==> src/rtl/moving_average_ctrl_if.sv <==
// Configuration, sample and datapath-control signals shared by the moving-average
// sequencing controller (slave) and whoever configures and feeds it (master).
interface moving_average_ctrl_if #(
    parameter int SIZE_WINDOW = 7
);
    logic                   cfg_valid;
    logic [SIZE_WINDOW-1:0] cfg_window;
    logic                   cfg_ready;
    logic                   cfg_error;
    logic                   sample_valid;
    logic [SIZE_WINDOW-1:0] avg_window;
    logic                   avg_clear;
    logic                   avg_enable;
    logic                   out_valid;
    logic                   busy;

    modport master (
        output cfg_valid, cfg_window, sample_valid,
        input  cfg_ready, cfg_error, avg_window, avg_clear, avg_enable, out_valid, busy
    );

    modport slave (
        input  cfg_valid, cfg_window, sample_valid,
        output cfg_ready, cfg_error, avg_window, avg_clear, avg_enable, out_valid, busy
    );
endinterface

==> src/rtl/moving_average_ctrl.sv <==
// Sequencing controller for the moving-average datapath: validates window changes,
// flushes the history, gates sample enables and holds off out_valid until primed.
module moving_average_ctrl #(
    parameter int SIZE_WINDOW     = 7,
    parameter int SIZE_MAX_WINDOW = 64,
    parameter int PIPE_LATENCY    = 4
) (
    input  logic                 clk,
    input  logic                 reset,
    moving_average_ctrl_if.slave bus
);
    localparam logic [1:0] ST_IDLE  = 2'd0;
    localparam logic [1:0] ST_FLUSH = 2'd1;
    localparam logic [1:0] ST_FILL  = 2'd2;
    localparam logic [1:0] ST_RUN   = 2'd3;

    localparam int FLUSH_W = (SIZE_MAX_WINDOW > 1) ? $clog2(SIZE_MAX_WINDOW) : 1;
    localparam int FILL_W  = $clog2(SIZE_MAX_WINDOW + PIPE_LATENCY + 1);

    localparam logic [FLUSH_W-1:0]     FLUSH_LAST = FLUSH_W'(SIZE_MAX_WINDOW - 1);
    localparam logic [FLUSH_W-1:0]     FLUSH_ONE  = FLUSH_W'(1);
    localparam logic [FILL_W-1:0]      FILL_ONE   = FILL_W'(1);
    localparam logic [FILL_W-1:0]      LAT_M1     = FILL_W'(PIPE_LATENCY - 1);
    localparam logic [SIZE_WINDOW-1:0] WIN_ONE    = SIZE_WINDOW'(1);
    localparam logic [SIZE_WINDOW-1:0] WIN_MAX    = SIZE_WINDOW'(SIZE_MAX_WINDOW);

    logic [1:0]         state;
    logic [FLUSH_W-1:0] flush_cnt;
    logic [FILL_W-1:0]  fill_cnt;
    logic [FILL_W-1:0]  fill_target;
    logic               accept;
    logic               legal;
    logic               legal_accept;

    always_comb begin
        bus.cfg_ready = (state == ST_IDLE) || (state == ST_RUN);
        bus.busy      = (state == ST_FLUSH) || (state == ST_FILL);
        accept        = bus.cfg_valid && bus.cfg_ready;
        // Power of two: exactly one bit set, so clearing the lowest set bit leaves zero.
        legal         = (bus.cfg_window != '0)
                     && ((bus.cfg_window & (bus.cfg_window - WIN_ONE)) == '0)
                     && (bus.cfg_window <= WIN_MAX);
        legal_accept  = accept && legal;
        // A sample coinciding with an accepted reconfiguration belongs to neither window.
        bus.avg_enable = bus.sample_valid
                      && ((state == ST_FILL) || (state == ST_RUN))
                      && !legal_accept;
        fill_target   = FILL_W'(bus.avg_window) + LAT_M1;
    end

    // NOTE: sequential state uses non-blocking assignments so every register samples
    // the pre-edge values regardless of statement order.
    always_ff @(posedge clk or negedge reset) begin
        if (!reset) begin
            state          <= ST_IDLE;
            flush_cnt      <= '0;
            fill_cnt       <= '0;
            bus.avg_window <= WIN_ONE;
            bus.avg_clear  <= 1'b0;
            bus.out_valid  <= 1'b0;
            bus.cfg_error  <= 1'b0;
        end else begin
            bus.cfg_error <= accept && !legal;

            if (legal_accept) begin
                state          <= ST_FLUSH;
                flush_cnt      <= '0;
                bus.avg_window <= bus.cfg_window;
                bus.avg_clear  <= 1'b1;
                bus.out_valid  <= 1'b0;
            end else begin
                case (state)
                    ST_FLUSH: begin
                        bus.out_valid <= 1'b0;
                        if (flush_cnt == FLUSH_LAST) begin
                            state         <= ST_FILL;
                            fill_cnt      <= '0;
                            bus.avg_clear <= 1'b0;
                        end else begin
                            flush_cnt <= flush_cnt + FLUSH_ONE;
                        end
                    end
                    ST_FILL: begin
                        bus.out_valid <= 1'b0;
                        if (bus.avg_enable) begin
                            fill_cnt <= fill_cnt + FILL_ONE;
                            if (fill_cnt == fill_target) begin
                                state <= ST_RUN;
                            end
                        end
                    end
                    ST_RUN: begin
                        bus.out_valid <= bus.avg_enable;
                    end
                    default: begin
                        bus.out_valid <= 1'b0;
                    end
                endcase
            end
        end
    end
endmodule

==> src/flat_wrapper.sv <==
// flat-port wrapper written by rule: the top's interface ports become plain ports
module moving_average_ctrl_flat 
#(
    parameter int SIZE_WINDOW     = 7,
    parameter int SIZE_MAX_WINDOW = 64,
    parameter int PIPE_LATENCY    = 4
)
  (clk, reset, bus_cfg_valid, bus_cfg_window, bus_sample_valid, bus_cfg_ready, bus_cfg_error, bus_avg_window, bus_avg_clear, bus_avg_enable, bus_out_valid, bus_busy);
  moving_average_ctrl_if #(.SIZE_WINDOW(SIZE_WINDOW)) bus_i ();
  input  logic clk;
  input  logic reset;
  input wire logic [$bits(bus_i.cfg_valid)-1:0] bus_cfg_valid;
  input wire logic [$bits(bus_i.cfg_window)-1:0] bus_cfg_window;
  input wire logic [$bits(bus_i.sample_valid)-1:0] bus_sample_valid;
  output wire logic [$bits(bus_i.cfg_ready)-1:0] bus_cfg_ready;
  output wire logic [$bits(bus_i.cfg_error)-1:0] bus_cfg_error;
  output wire logic [$bits(bus_i.avg_window)-1:0] bus_avg_window;
  output wire logic [$bits(bus_i.avg_clear)-1:0] bus_avg_clear;
  output wire logic [$bits(bus_i.avg_enable)-1:0] bus_avg_enable;
  output wire logic [$bits(bus_i.out_valid)-1:0] bus_out_valid;
  output wire logic [$bits(bus_i.busy)-1:0] bus_busy;
  assign bus_i.cfg_valid = bus_cfg_valid;
  assign bus_i.cfg_window = bus_cfg_window;
  assign bus_i.sample_valid = bus_sample_valid;
  assign bus_cfg_ready = bus_i.cfg_ready;
  assign bus_cfg_error = bus_i.cfg_error;
  assign bus_avg_window = bus_i.avg_window;
  assign bus_avg_clear = bus_i.avg_clear;
  assign bus_avg_enable = bus_i.avg_enable;
  assign bus_out_valid = bus_i.out_valid;
  assign bus_busy = bus_i.busy;
  moving_average_ctrl #(.SIZE_WINDOW(SIZE_WINDOW), .SIZE_MAX_WINDOW(SIZE_MAX_WINDOW), .PIPE_LATENCY(PIPE_LATENCY)) u_core (.clk(clk), .reset(reset), .bus(bus_i));
endmodule
==> config.mk <==
export PLATFORM = sky130hd
export DESIGN_NAME = moving_average_ctrl_flat
export DESIGN_NICKNAME = d
export VERILOG_FILES = /design/src/rtl/moving_average_ctrl_if.sv /design/src/rtl/moving_average_ctrl.sv /design/src/flat_wrapper.sv
export SDC_FILE = /design/constraint.sdc
export NUM_CORES = 1
export LEC_CHECK = 0
export ABC_AREA = 1
export CAP_MARGIN = 40
export CORE_MARGIN = 1
export CORE_UTILIZATION = 57
export DETAILED_ROUTE_END_ITERATION = 7
export PLACE_DENSITY = 0.9
export SLEW_MARGIN = 15
export SYNTH_ARGS = -nofsm -noshare
export SYNTH_HDL_FRONTEND = slang
export SYNTH_SLANG_ARGS = --single-unit
==> constraint.sdc <==
create_clock -name clk -period 5.3 [get_ports clk]
set_clock_uncertainty 0.1 [all_clocks]
set_input_delay 1.325 -clock clk [delete_from_list [all_inputs] [get_ports clk]]
set_output_delay 1.325 -clock clk [all_outputs]
set_load 0.1 [all_outputs]
==> results.json, run 1 <==
{
  "crit_type": "input pin to output port",
  "timing.final.crit_share_pct": 81.7,
  "grt_pass1_vias": 1412,
  "worst_hold_path.endpoint": "u_core.flush_cnt[5]",
  "antenna_found_initial": 0,
  "seq_area_frac_synth_pct": 37.8,
  "hold_viol": 0,
  "synthFlopType": "dfrtp_1",
  "fillers": 210,
  "synthDistinctLibCells": 33,
  "syn_area_per_cell_um2": 7.41,
  "die_y_um": 56.0,
  "crit_chain": "clkdlybuf4s50_1 > nor2_2 > nand2_1 > nand2_1 > nand2_2 > nor2_4 > nand3_4 > nand2_4 > inv_1 > buf_4",
  "r2r_start": "u_core.bus.avg_window[0]",
  "cts_root_buf": "clkbuf_4",
  "crit_top_cell": "nand2_1",
  "portBuffers": 23,
  "gp_congestion": 0.813,
  "hold_depth": 1,
  "final_layout_size_suffix_gt1_share_pct": 16.0,
  "grt_pass1_wl_mm": 5.69,
  "nets": 276,
  "start_util_pct": 60.2,
  "rows": 19,
  "mappedNetlistArea_um2": 1660,
  "cp_data_required_time_ns": 3.88,
  "routed_wl_mm": 3.39,
  "clock_sinks": 25,
  "yosysMostFrequentCell": "nand2_1",
  "tritoncts": "done",
  "synth_fp_nets": 242,
  "worst_r2r_path_depth": 13,
  "vias": 1494,
  "vias_per_cell": 5.19,
  "first_iter_violations": 56,
  "critPathMaxFanout": 17,
  "rsz0062_at_grt": "no",
  "die_width_um": 56.0,
  "cts_hold_buf": 0,
  "cts_buffer_depth": 2,
  "synth.largest_area_cell": "dfrtp_1",
  "wl_per_cell_um": 11.8,
  "hp-class": "register to register",
  "worstMarginPinSlew_ns": 0.328,
  "min_from": "u_core.flush_cnt[5]",
  "period_needed_ns": 4.33,
  "p_leak_nw": 1.07,
  "status": "finished, final reports clean",
  "dieArea_um2": 3130,
  "htreeDepth": 1,
  "synthCells": 224,
  "synth_edf_count": 0,
  "max_stage_delay_ns": 0.45,
  "setup_tns_ns": 0,
  "ir_drop_mv": 0.535,
  "max_slew_margin_pct": 78.1,
  "synth_seq_cells": 25,
  "cts_resized": 0,
  "track_usage_pct": 22.6,
  "setup_ws_ns": 0.967,
  "synth_area_leaders": "dfrtp_1, nand2_1, inv_1",
  "dp_slack_ns": 0.983,
  "ant_nets": 0,
  "synth_top_area_share_pct": 36.2,
  "regToRegSetupSlack_ns": 3.37,
  "dp_hpwl_mm": 2.63,
  "ioPinCount": 24,
  "ys_warn_count": 0,
  "clock_latency_ns": 0.31,
  "cts_setup_buffers": 0,
  "cp_slowest_cell": "clkdlybuf4s50_1",
  "syn_to_final_growth_pct": 26.3,
  "setup_viol": 0,
  "gr-total-overflow": 0,
  "slew_violations": 0,
  "maxCapViolations": 0,
  "diodes": 0,
  "clkSlewWorstSetupHoldPaths_ns": 0.13,
  "numCtsBuffers": 3,
  "first_pass_iters": 4,
  "rr_endpoint": "u_core.state[0]",
  "coreArea_um2": 2760,
  "synth_async_sr_flop_share_pct": 100,
  "endpoint_kind": "output port",
  "startpoint_type": "input pin",
  "fmax_mhz": 231,
  "grt_max_degree": 26,
  "arrival_ns": 2.91,
  "p_per_area_nw_per_um2": 641,
  "synthTopCellsByCount": "nand2_1, inv_1, dfrtp_1, nand3_1, nor2_1",
  "drc_errors": 0
}
## cell type report
type / instances / area [µm²] / area share [%]
multi-input cells: 160 / 870 / 41.5
flip-flops and latches: 25 / 627 / 29.9
repair buffers: 36 / 415 / 19.8
inverters: 32 / 120 / 5.73
well taps: 31 / 38.8 / 1.85
clock buffers: 4 / 26.3 / 1.25
## cell families after synthesis
kind of cell	share of synthesized area, %
and+or+nand+nor	34.3
buffers and inverters	9.87
AOI/OAI and AO/OA	8.59
DFF	37.8
xor gates and xnor gates	4.22
adders and majority gates	5.27
## state kept, by name, summed over array words and instances (netlist names)
signal,flops
u_core.flush_cnt,6
u_core.bus.avg_window,7
u_core.bus.cfg_error,1
u_core.state,2
u_core.fill_cnt,7
u_core.bus.avg_clear,1
u_core.bus.out_valid,1
## cell usage in the layout (no fill, tap or decap), types with 2 or more instances in the layout
master and n:
nand2_2 6, inv_1 28, nand2_4 2, nand3b_1 3
clkdlybuf4s50_1 22, o21ai_2 3, dfrtp_1 24, buf_8 12
ha_1 7, buf_4 2, nor2_1 11, nand2_1 67
or2_2 2, nand3_1 15, nor2_2 3, a21oi_1 5
inv_2 4, clkbuf_4 3, o21ai_1 4, nand4_1 4
o21ai_0 10, xor2_1 8
## worst max-delay path by stage
stage / startpoint / endpoint / slack [ns] / depth (start not counted)
final: bus_cfg_window[1] / bus_avg_enable / 0.97 / 10
after global routing: bus_cfg_window[3] / bus_avg_enable / 0.84 / 10
after CTS: bus_cfg_window[3] / bus_avg_enable / 0.98 / 10
after detailed placement: bus_cfg_window[1] / bus_avg_enable / 0.98 / 10
after global placement: bus_cfg_window[3] / bus_avg_enable / 1.05 / 10
after floorplan: bus_cfg_window[1] / bus_avg_enable / 1.41 / 9
## power breakdown
part / internal [W] / switching, W
logic: 0.000325 / 0.000612
clock network: 0.0000294 / 0.0000553
registers: 0.000253 / 0.0000696
## metal layers
layer  GRT usage, %  up-vias  part of all wire [%]
met5              0        -                     0
li1               -      769                     -
met1           27.8      695                    45
met4           5.57        0                  0.80
met3           2.33        5                   2.4
met2           42.3       25                    51
## critical path, delay by kind of cell
family	cells	cell delay, ns
buffers and inverters	3	0.72
and+or+nand+nor	7	0.85
## stage by stage
stage / hold WS [ns] / cells / total power, W / util (%) / area [µm²]
after global placement: 0.351 / 272 / 0.00110 / 68.6 / 1890
final: 0.386 / 288 / 0.00134 / 76.0 / 2100
after detailed placement: 0.361 / 284 / 0.00126 / 75.1 / 2070
after floorplan: 0.333 / 224 / 0.000974 / - / 1660
after global routing: 0.401 / 288 / 0.00143 / 76.0 / 2100
after CTS: 0.378 / 288 / 0.00135 / 76.0 / 2100
No activity file was read; power rests on OpenSTA's default activity.
==> run 2, diff against run 1 <==
--- a/config.mk
+++ b/config.mk
@@ -8,9 +8,9 @@
 export ABC_AREA = 1
 export CAP_MARGIN = 40
 export CORE_MARGIN = 1
-export CORE_UTILIZATION = 57
+export CORE_UTILIZATION = 54
 export DETAILED_ROUTE_END_ITERATION = 7
-export PLACE_DENSITY = 0.9
+export PLACE_DENSITY = 0.86
 export SLEW_MARGIN = 15
 export SYNTH_ARGS = -nofsm -noshare
 export SYNTH_HDL_FRONTEND = slang
==> constraint.sdc (replaced) <==
create_clock -name clk -period 4.1 [get_ports clk]
set_clock_uncertainty 0.1 [all_clocks]
set_input_delay 1.025 -clock clk [delete_from_list [all_inputs] [get_ports clk]]
set_output_delay 1.025 -clock clk [all_outputs]
set_load 0.1 [all_outputs]
==> run 2 against run 1 <==
The flow now finishes with violations (design-rule violations). Setup slack got worse by 0.55 ns. Routed wire length fell by 6.1%. Critical path depth did not move. Critical endpoint unchanged. Largest power group unchanged.
==> results.json, run 2 (synthesis results as in run 1) <==
{
  "status": "finished, violations left",
  "violations": "design-rule violations",
  "rows": 19,
  "crit_top_cell": "nand2_1",
  "cts_setup_buffers": 0,
  "drc_errors": 3,
  "portBuffers": 23,
  "antenna_found_initial": 0,
  "regToRegSetupSlack_ns": 2.15,
  "cts_buffer_depth": 2,
  "worst_r2r_path_depth": 11,
  "routed_wl_mm": 3.19,
  "rr_endpoint": "u_core.state[0]",
  "crit_chain": "clkdlybuf4s50_1 > nor2_2 > nand2_1 > nand2_1 > nand2_2 > nor2_4 > nand3_4 > nand2_4 > inv_1 > buf_12",
  "hold_viol": 0,
  "cp_slowest_cell": "clkdlybuf4s50_1",
  "layout_commonest_cell": "nand2_1",
  "first_iter_violations": 68,
  "dieArea_um2": 3300,
  "ir_drop_mv": 0.500,
  "cts_hold_buf": 0,
  "grt_pass1_wl_mm": 5.55,
  "post-route-util_pct": 73.3,
  "setup_tns_ns": 0,
  "p_leak_nw": 1.06,
  "cts_root_buf": "clkbuf_4",
  "syn_to_final_growth_pct": 24.9,
  "final_cell_mix": "nand2_1, inv_1, dfrtp_1",
  "clkSlewWorstSetupHoldPaths_ns": 0.13,
  "wl_per_cell_um": 11.1,
  "grt_max_degree": 26,
  "clock_sinks": 25,
  "gp_congestion": 0.830,
  "vias": 1447,
  "first_pass_iters": 6,
  "max_stage_delay_ns": 0.47,
  "rsz0062_at_grt": "no",
  "maxCapViolations": 0,
  "diodes": 0,
  "die_width_um": 57.5,
  "ant_nets": 0,
  "r2r_start": "u_core.bus.avg_window[0]",
  "dp_hpwl_mm": 2.48,
  "cp_data_required_time_ns": 2.97,
  "endpoint": "bus_avg_enable",
  "coreArea_um2": 2830,
  "slew_violations": 0,
  "cts_resized": 0,
  "reg_top3": "u_core.bus.avg_window x7, u_core.fill_cnt x7, u_core.flush_cnt x6",
  "htreeDepth": 1,
  "whs_ns": 0.384,
  "arrival_ns": 2.56,
  "setup_viol": 0,
  "critPathMaxFanout": 17,
  "dp_slack_ns": 0.429,
  "setup_ws_ns": 0.415,
  "track_usage_pct": 22.0,
  "grt_pass1_vias": 1305,
  "max_slew_margin_pct": 79.0,
  "numCtsBuffers": 3,
  "endpoint_kind": "output port",
  "timing.final.crit_share_pct": 89.9,
  "tritoncts": "done",
  "ioPinCount": 24,
  "crit_type": "input pin to output port",
  "final_layout_size_suffix_gt1_share_pct": 16.1,
  "start_util_pct": 58.7,
  "gr-total-overflow": 0,
  "p_per_area_nw_per_um2": 813,
  "clock_latency_ns": 0.32,
  "fmax_mhz": 271,
  "period_needed_ns": 3.68,
  "vias_per_cell": 5.06,
  "hp-class": "register to register",
  "worstMarginPinSlew_ns": 0.315,
  "startpoint_type": "input pin",
  "crit_path_start": "bus_cfg_window[3]",
  "die_y_um": 57.5,
  "nets": 274
}
==> run 2: cell count changes in the layout (fill, tap and decap cells not counted), sizes merged <==
cell	before	now
clkdlybuf4s50	22	20
==> run 2: cell type report <==
| cell class | count | area, µm² |
|---|---|---|
| inverters | 32 | 120 |
| repair buffers | 34 | 393 |
| multi-input cells | 160 | 870 |
| fillers | 227 | 754 |
| clock buffers | 4 | 26.3 |
| well taps | 31 | 38.8 |
| flip-flops and latches | 25 | 627 |
==> run 2: worst min-delay path by stage <==
stage,startpoint,end,depth (start not counted)
floorplan,u_core.flush_cnt[5],u_core.flush_cnt[5],1
global placement,u_core.flush_cnt[5],u_core.flush_cnt[5],1
detailed placement,u_core.flush_cnt[5],u_core.flush_cnt[5],1
CTS,u_core.flush_cnt[5],u_core.flush_cnt[5],1
global route,u_core.flush_cnt[5],u_core.flush_cnt[5],1
finish,u_core.flush_cnt[5],u_core.flush_cnt[5],1
==> run 2: power breakdown <==
part / leakage [nW] / switching, W / internal [W]
Sequential: 0.311 / 0.0000875 / 0.000327
Combinational: 0.737 / 0.000776 / 0.000384
Clock: 0.0150 / 0.0000733 / 0.0000381
==> run 2: metrics by stage <==
stage / std cells / total power, W / cell area, µm²
after floorplan: 224 / 0.00126 / 1660
after global placement: 272 / 0.00143 / 1900
after detailed placement: 282 / 0.00158 / 2050
after CTS: 286 / 0.00170 / 2070
after global routing: 286 / 0.00181 / 2070
final: 286 / 0.00169 / 2070
==> run 2: critical path: cells and delay by family <==
| family | cells | cell delay (ns) |
|---|---|---|
| simple gates | 7 | 0.82 |
| buf+inv | 3 | 0.70 |
==> run 2: metal layers <==
metal  wire [µm]  global-route usage, %  up-vias
met5           0                      0        -
met4          29                   5.23        0
met3          88                   4.76        4
met2        1580                   39.2       19
met1        1490                   27.2      661
li1            -                      -      763
